**src/rtl/npc_ras_unit_pkg.sv**
```systemverilog
// Shared definitions for the next-PC unit: op encodings and the default reset PC.
package npc_ras_unit_pkg;

  localparam int unsigned NPC_OP_W = 3;
  localparam int unsigned IMM_W    = 26;

  localparam logic [31:0] RESET_PC_DEFAULT = 32'h0000_3000;

  typedef enum logic [NPC_OP_W-1:0] {
    NPC_PLUS4  = 3'b000,
    NPC_BRANCH = 3'b001,
    NPC_JUMP   = 3'b010,
    NPC_JR     = 3'b011,
    NPC_CALL   = 3'b100,
    NPC_CALLR  = 3'b101,
    NPC_RET    = 3'b110
  } npc_op_e;

endpackage

```
**src/rtl/ras_stack.sv**
```systemverilog
// Circular return-address stack; a push when full overwrites the oldest entry.
module ras_stack #(
  parameter int unsigned XLEN      = 32,
  parameter int unsigned RAS_DEPTH = 4
) (
  input  logic            clk,
  input  logic            rstn,
  input  logic            push,
  input  logic            pop,
  input  logic [XLEN-1:0] wdata,
  output logic [XLEN-1:0] top,
  output logic            empty,
  output logic            full
);

  localparam int unsigned PTR_W = (RAS_DEPTH > 1) ? $clog2(RAS_DEPTH) : 1;
  localparam int unsigned CNT_W = $clog2(RAS_DEPTH + 1);

  logic [XLEN-1:0]  mem_q [RAS_DEPTH];
  logic [PTR_W-1:0] ptr_q, ptr_d;
  logic [CNT_W-1:0] cnt_q, cnt_d;
  logic             empty_q, empty_d;
  logic             full_q, full_d;
  logic [PTR_W-1:0] top_idx;

  // ptr_q is the next free slot; the top entry sits one below it.
  always_comb begin
    ptr_d = ptr_q;
    cnt_d = cnt_q;
    if (push) begin
      ptr_d = ptr_q + PTR_W'(1);
      if (cnt_q != CNT_W'(RAS_DEPTH)) begin
        cnt_d = cnt_q + CNT_W'(1);
      end
    end else if (pop && (cnt_q != '0)) begin
      ptr_d = ptr_q - PTR_W'(1);
      cnt_d = cnt_q - CNT_W'(1);
    end
    empty_d = (cnt_d == '0);
    full_d  = (cnt_d == CNT_W'(RAS_DEPTH));
  end

  always_ff @(posedge clk or negedge rstn) begin
    if (!rstn) begin
      ptr_q   <= '0;
      cnt_q   <= '0;
      empty_q <= 1'b1;
      full_q  <= 1'b0;
    end else begin
      ptr_q   <= ptr_d;
      cnt_q   <= cnt_d;
      empty_q <= empty_d;
      full_q  <= full_d;
    end
  end

  // Entry storage is never read while empty, so it carries no reset.
  always_ff @(posedge clk) begin
    if (push) begin
      mem_q[ptr_q] <= wdata;
    end
  end

  assign top_idx = ptr_q - PTR_W'(1);
  assign top     = mem_q[top_idx];
  assign empty   = empty_q;
  assign full    = full_q;

endmodule

```
**src/rtl/npc_ras_unit.sv**
```systemverilog
// Next-PC selection and PC register with return-address-stack prediction for RET.
module npc_ras_unit
  import npc_ras_unit_pkg::*;
#(
  parameter int unsigned     XLEN      = 32,
  parameter int unsigned     RAS_DEPTH = 4,
  parameter logic [XLEN-1:0] RESET_PC  = XLEN'(RESET_PC_DEFAULT)
) (
  input  logic                clk,
  input  logic                rstn,
  input  logic                stall_i,
  input  logic [NPC_OP_W-1:0] npc_op_i,
  input  logic [IMM_W-1:0]    imm_i,
  input  logic [XLEN-1:0]     jr_i,
  output logic [XLEN-1:0]     pc_o,
  output logic [XLEN-1:0]     npc_o,
  output logic                ras_empty_o,
  output logic                ras_full_o,
  output logic                ras_mismatch_o
);

  logic [XLEN-1:0] pc_q, pc_d;
  logic [XLEN-1:0] pcplus4;
  logic [XLEN-1:0] br_tgt;
  logic [XLEN-1:0] j_tgt;
  logic [XLEN-1:0] ras_top;
  logic            ras_empty, ras_full;
  logic            push_req, pop_req;

  assign pcplus4 = pc_q + XLEN'(4);
  assign br_tgt  = pcplus4 + {{(XLEN-18){imm_i[15]}}, imm_i[15:0], 2'b00};
  assign j_tgt   = {pcplus4[XLEN-1:28], imm_i, 2'b00};

  // Target mux; RET on an empty stack falls back to the register target.
  always_comb begin
    npc_o          = pcplus4;
    push_req       = 1'b0;
    pop_req        = 1'b0;
    ras_mismatch_o = 1'b0;
    case (npc_op_i)
      NPC_BRANCH: npc_o = br_tgt;
      NPC_JUMP:   npc_o = j_tgt;
      NPC_JR:     npc_o = jr_i;
      NPC_CALL: begin
        npc_o    = j_tgt;
        push_req = 1'b1;
      end
      NPC_CALLR: begin
        npc_o    = jr_i;
        push_req = 1'b1;
      end
      NPC_RET: begin
        if (ras_empty) begin
          npc_o = jr_i;
        end else begin
          npc_o          = ras_top;
          pop_req        = 1'b1;
          ras_mismatch_o = (ras_top != jr_i);
        end
      end
      default: npc_o = pcplus4;
    endcase
    pc_d = stall_i ? pc_q : npc_o;
  end

  always_ff @(posedge clk or negedge rstn) begin
    if (!rstn) begin
      pc_q <= RESET_PC;
    end else begin
      pc_q <= pc_d;
    end
  end

  ras_stack #(
    .XLEN      (XLEN),
    .RAS_DEPTH (RAS_DEPTH)
  ) u_ras (
    .clk   (clk),
    .rstn  (rstn),
    .push  (push_req && !stall_i),
    .pop   (pop_req && !stall_i),
    .wdata (pcplus4),
    .top   (ras_top),
    .empty (ras_empty),
    .full  (ras_full)
  );

  assign pc_o        = pc_q;
  assign ras_empty_o = ras_empty;
  assign ras_full_o  = ras_full;

endmodule
```
**config.mk**
```make
export PLATFORM = sky130hd
export DESIGN_NAME = npc_ras_unit
export DESIGN_NICKNAME = d
export VERILOG_FILES = /design/src/rtl/npc_ras_unit_pkg.sv /design/src/rtl/ras_stack.sv /design/src/rtl/npc_ras_unit.sv
export SDC_FILE = /design/constraint.sdc
export NUM_CORES = 1
export LEC_CHECK = 0
export ABC_AREA = 1
export CELL_PAD_IN_SITES_DETAIL_PLACEMENT = 0
export CELL_PAD_IN_SITES_GLOBAL_PLACEMENT = 1
export CORE_MARGIN = 5
export CORE_UTILIZATION = 35
export DETAILED_ROUTE_END_ITERATION = 10
export PLACE_DENSITY_LB_ADDON = 0.1
export SLEW_MARGIN = 25
export SYNTH_ARGS = -nofsm -noshare
export SYNTH_HDL_FRONTEND = slang
export SYNTH_SLANG_ARGS = --single-unit
```
**constraint.sdc**
```tcl
create_clock -name clk -period 3.1 [get_ports clk]
set_input_delay 0.775 -clock clk [delete_from_list [all_inputs] [get_ports clk]]
set_output_delay 0.775 -clock clk [all_outputs]
set_load 0.05 [all_outputs]
```
---- After elaboration in Yosys (flattened, before gate mapping) ----
Memories as Yosys holds them, arrays and structs flattened.
Index checks and enable logic that the tools add are counted.
storage, ports and cells
  register bits ........................... 39
  memory bits (writable) .................. 128
  input bits .............................. 64
  output and inout port bits .............. 67
  logic and storage cells ................. 45
  memories kept ........................... 1
operators by class
  $add $sub $neg .......................... 6
  equality and inequality tests ........... 9
  mux-type cells .......................... 14
  reduce and logical (&&, ||, !) cells .... 10
memories
  memory       depth  width  rd ports  clocked after Yosys merged registers in  wr ports  RTL line         text
  u_ras.mem_q  4      32     1         0                                        1         ras_stack.sv:19  logic [XLEN-1:0] mem_q [RAS_DEPTH];
operator list
  kind                                                                    count
  32-bit case mux with 4 select lines                                     1
  32-bit by 3-bit adder with 32-bit output (second input constant)        1
  32-bit adder                                                            1
  32-bit two-way mux                                                      1
  32-bit != test                                                          1
  3-bit equality test (second input constant)                             4
  3-bit two-way mux                                                       3
  1-bit two-way mux                                                       7
  3-bit by 2-bit equality test with 1-bit output (second input constant)  2
  2-bit OR reduction                                                      3
  2-bit two-way mux                                                       2
  3-bit by 1-bit adder with 3-bit output (second input constant)          1
  3-bit by 1-bit equality test with 1-bit output (second input constant)  1
  1-bit logical AND                                                       3
  3-bit logical NOT                                                       1
  3-bit != test (second input constant)                                   1
  3-bit nonzero test                                                      1
  3-bit by 1-bit subtractor with 3-bit output (second input constant)     1
  2-bit by 1-bit adder with 2-bit output (second input constant)          1
  2-bit nonzero test                                                      1
  2-bit by 1-bit subtractor with 2-bit output (second input constant)     1
  1-bit logical NOT                                                       1

---- Depth between registers and ports, before layout ----
  depth in word-level cells ............... 7
  depth in mapped cells ................... 25
  mapped depth without buffers ............ 25

---- Hierarchy ----
From an unflattened synthesis, not the netlist that was laid out.
unflattened totals
  cell total of the unflattened synthesis .. 1451
  area total of the unflattened synthesis .. 11268.3 µm²
by module, submodules not included
  module        times used  cells each  area each (µm²)  sequential area each (µm²)
  npc_ras_unit  1           1071        6034.5           803.3
  ras_stack     1           380         5233.8           4020.1

---- Worst setup path before layout ----
OpenSTA, ideal clock, no wires.
  path kind ............................... register to output
  from .................................... reg pc_q[3], in the netlist pc_o[3]
  to ...................................... out npc_o[31]
  arrival time ............................ 3.565 ns
  required time ........................... 2.325 ns
  setup slack ............................. -1.240 ns
  cell stages (with the launch flop) ...... 22
  buffers on the path ..................... 0
  path through ............................ dfrtp_1 > ha_1 > nand2_1 > nor2_2 > nand2_4 > clkinv_2 > nand4_2 > nor3_2 > xor2_1 > inv_1 > ha_1 > a21oi_1 > nand2_1 > nand2_1 > nand2_1 > inv_1 > nand2_1 > inv_1 > nand2_1 > nand2_1 > nand3_1 > a21boi_1
on the way
  cells in the longest elaborated chain, start to end .. 3
RTL lines
  item                                      RTL line            text
  start: declaration                        npc_ras_unit.sv:22  logic [XLEN-1:0] pc_q, pc_d;
  start signal: assignment                  npc_ras_unit.sv:70  pc_q <= pc_d;
  32-bit by 3-bit adder with 32-bit output  npc_ras_unit.sv:30  assign pcplus4 = pc_q + XLEN'(4);
  net pcplus4[26]                           npc_ras_unit.sv:23  logic [XLEN-1:0] pcplus4;
  32-bit adder                              npc_ras_unit.sv:31  assign br_tgt = pcplus4 + {{(XLEN-18){imm_i[15]}}, imm_i[15:0], 2'b00};
  32-bit case mux with 4 select lines       npc_ras_unit.sv:40  case (npc_op_i)
  end: declaration                          npc_ras_unit.sv:16  output logic [XLEN-1:0] npc_o,
The timed path passes the listed nets, and every way through them passes these cells.

---- Worst setup path in the final report ----
  from .................................... reg pc_q[3], in the netlist pc_o[3]
  to ...................................... reg pc_q[25], in the netlist pc_o[25]
on the way
  cells in the longest elaborated chain, start to end .. 3
RTL lines
  item                                      RTL line
  32-bit by 3-bit adder with 32-bit output  npc_ras_unit.sv:30
  net pcplus4[22]                           npc_ras_unit.sv:23
  32-bit adder                              npc_ras_unit.sv:31
  32-bit case mux with 4 select lines       npc_ras_unit.sv:40
The timed path passes the listed nets, and every way through them passes these cells.
A chain may end at the register's enable or synchronous reset.

==> impl_results.md <==
* Synthesized area at 11,400 um^2
* Width of the die at 190 um
* Post-synthesis cell type count at 55
* Combinational share of power at 0.696
* Required @ worst endpoint at roughly 3.4 ns
* Tcrit/Tclk final at 1.41
* Routed WL at 49,900 um
* DIE AREA at between 30,000 and 40,000 um^2
* Initial DRC count at 814
* Final Instance Area at 20,100 um^2
* Port Buffer Count at 130
* Antenna Nets Post-Route at 0
* Clk_skew at 0.0177 ns
* Placed cell count at 2,364
* Number of global-route vias before repair at approximately 12,000
* TritonCTS Sinks at 167
* CTS Buffer Depth at 2
* R2r startpoint: pc_o[3]
* Internal power at around 9.2 mW
* Core ar. at 32,300 um^2
* Largest net degree at the start of global routing at 64
* CP endpoint: pc_o[25]
* Yosys top cell by area: edfxtp_1
* Syn Nets at 1,611
* Register share of total power at 0.180
* Synth top area share at 0.338
* Drt drc at 0
* All-Layer GR Usage at 0.265
* Placer Congestion at 0.961
* Number of synthesized flops with an enable pin at 128
* Htree depth at 4
* Die span in y at 190 um
* CTS root buf: clkbuf_16
* Final Power at ~17 mW
* Clk pwr share at 0.124
* Main flop type after synthesis: edfxtp_1
* Place WS at -1.10 ns
* FF-to-FF End: pc_o[25]
* Placed Area at 16,500 um^2
* CTS tree: yes
* First-pass GRT wire length at 72,100 um
* Final Hold Vio Count at 0
* VDD IR max at 548 uV
* Slew Limit Headroom at 0.617
* Leak at 9.02 nW
* PD cells at 838 nW/um^2
* IO Pins at about 130
* Failing checks: negative setup slack
* Hold bufs inserted after CTS at 0
* Worst Reg-to-Reg Cells at 33
* Seq cells post-synth at 167
* Worst EP arrival at 4.73 ns
* Synth Instances at roughly 1,500
* Crit end category: flip-flop
* Finish-stage setup viols at 46
* Synth top area cells: edfxtp_1 (34%), nand2_1 (17%), dfrtp_1 (7.9%)
* Worst setup margin at -1.28 ns
* Register area share after synthesis at 0.424
* Hpwl dp at 36,600 um
* CP Launch Point: pc_o[3]
* Num CTS Buffers at 17
* Routed length per instance at 20.0 um
* Most frequent cell on the critical path: buf_4
* RSZ-0062 raised after global routing: yes
* CP Max Fanout at 4
* Max cap viols at 0
* Syn. warnings at 0
* Nets at 2,148
* Run status: finished with violations
* Worst hold path class: in -> async
* Syn_area_per_cell at 7.56 um^2
* Antenna violations before repair at 1
* R2R setup slack at -1.28 ns
* Crit path time final at 4.38 ns
* Initial Util at 0.352
* Worst-path clk slew at 0.08 ns
* Worst Max-Slew Pin Slew at 0.574 ns
* Vias at around 12,000
* Critical path's slowest cell: dfrtp_2
* P&R area growth vs syn at 76.5%
* Max-slew violations at 0
* Antenna Cells at 0
* Max incr delay on CP at 0.42 ns
* Setup crit start kind: flip-flop
* Share of layout cells above drive strength 1 at 0.471
* Max Freq at about 230 MHz
* Net switching power at 7.63 mW
* Sw Share at 0.454
* FFs w/ async S/R, synth at 0.234
* Rows at 66
* Fin cells at 2,496
* DRT Pass-1 Iters at 5
* Via density at 5.01
* Grt total ovfl at 0
* Skew-Pair Late Insertion Delay at roughly 0.45 ns
* Setup CP Type: reg -> reg
per-layer routing:
| layer | vias to the layer above | GRT usage | wire, um |
|---|---|---|---|
| met4 | 0 | 0.107 | 2360 |
| li1 | 6005 | - | - |
| met1 | 5949 | 0.347 | 20600 |
| met5 | - | 0 | 0 |
| met3 | 113 | 0.0346 | 2950 |
| met2 | 430 | 0.446 | 24000 |
state kept, by name, summed over array words and instances, names as in the netlist:
signal       count
u_ras.ptr_q      2
u_ras.cnt_q      3
u_ras.mem_q    128
u_ras.empty      1
u_ras.full       1
pc_o            32
cells in the final DEF, fill, tap and decap left out, drive strengths merged, types with 2 or more instances in the layout:
master	instances
nor3b	2
xor2	39
inv	166
dlygate4sd2	2
a21o	3
buf	471
o21bai	4
ha	42
a221oi	9
nand3	144
clkbuf	26
xnor2	14
dfstp	3
nand4	22
a211oi	7
o21ai	72
nor3	12
or2	8
nor2	108
and2	6
nand2	542
clkinv	6
a21oi	72
dfrtp	36
edfxtp	128
clkdlybuf4s50	91
a31oi	2
clkinvlp	2
o22ai	2
nand3b	5
final cells by class:
type                       instances  area, um^2
inverter                         164         644
timing repair buffer             568        5530
tap                              442         553
sequential                       167        4850
clock buffer                      22         497
multi-input combinational       1123        7920
clock inverter                    10        81.3
fill                            2744       12200
logic make-up (layout without fill, tap and decap cells):
group                    after synthesis  count (layout)  synth area share
AND/OR/NAND/NOR                      851             851             0.325
buffers and inverters                214             764            0.0760
AO/OA/AOI/OAI                        176             176            0.0854
flip-flops                           167             167             0.424
XOR/XNOR                              53              53            0.0415
adder cells (fa/ha/maj)               43              43            0.0480
how the worst min path moves through the flow:
stage	startpoint	endpoint	slack (ns)	depth (start not counted)
3_5_place_dp	pc_o[30]	pc_o[30]	0.56	2
3_3_place_gp	pc_o[30]	pc_o[30]	0.56	2
5_1_grt	rstn	pc_o[30]	0.35	1
2_1_floorplan	rstn	pc_o[0]	0.48	0
4_1_cts	rstn	pc_o[30]	0.51	1
6_report	rstn	pc_o[21]	0.32	1
through the flow:
stage          hold WS [ns]  TNS, ns   util
5_1_grt               0.352   -40.45  0.622
3_5_place_dp          0.556   -28.90  0.512
2_1_floorplan         0.479    -8.55      -
3_3_place_gp          0.555   -27.85  0.512
4_1_cts               0.510   -33.41  0.583
6_report              0.315   -33.14  0.622
cells in the mapped netlist (5+ instances only):
cell type,n
or2_2,7
nor2_1,97
and2_1,6
nor3_1,9
o21ai_1,7
nand2_2,10
clkbuf_1,13
inv_2,10
o21ai_0,65
a221oi_1,9
edfxtp_1,128
xor2_1,39
nor2_2,6
dfrtp_1,36
nand2_1,528
nand3_1,140
ha_1,42
nand4_1,21
buf_2,30
inv_1,151
a21oi_1,72
xnor2_1,13
a211oi_1,7
buf_4,5
power by group through the flow:
stage,clock [mW],combinational [mW],sequential (mW)
6_report,2.09,11.7,3.02
3_5_place_dp,0,9.18,3.06
4_1_cts,2.12,10.7,3.02
2_1_floorplan,0,4.32,3.47
3_3_place_gp,0,9.14,3.06
5_1_grt,2.21,12.4,3.05
timing repair:
action,CTS,global route
endpoints found under the hold margin,0,0
pin swaps,122,166
resized for setup,325,236
buffers inserted,77,38
setup endpoints to repair,55,57
cloned,1,5
critical path: cells and delay by family (launching register included):
kind | cells | cell delay (ns)
buffers and inverters | 16 | 1.85
AOI/OAI and AO/OA | 1 | 0.05
DFF | 1 | 0.42
and+or+nand+nor | 14 | 1.48
adders and majority gates | 2 | 0.47
Note: power is estimated with default switching activity, not from simulation.
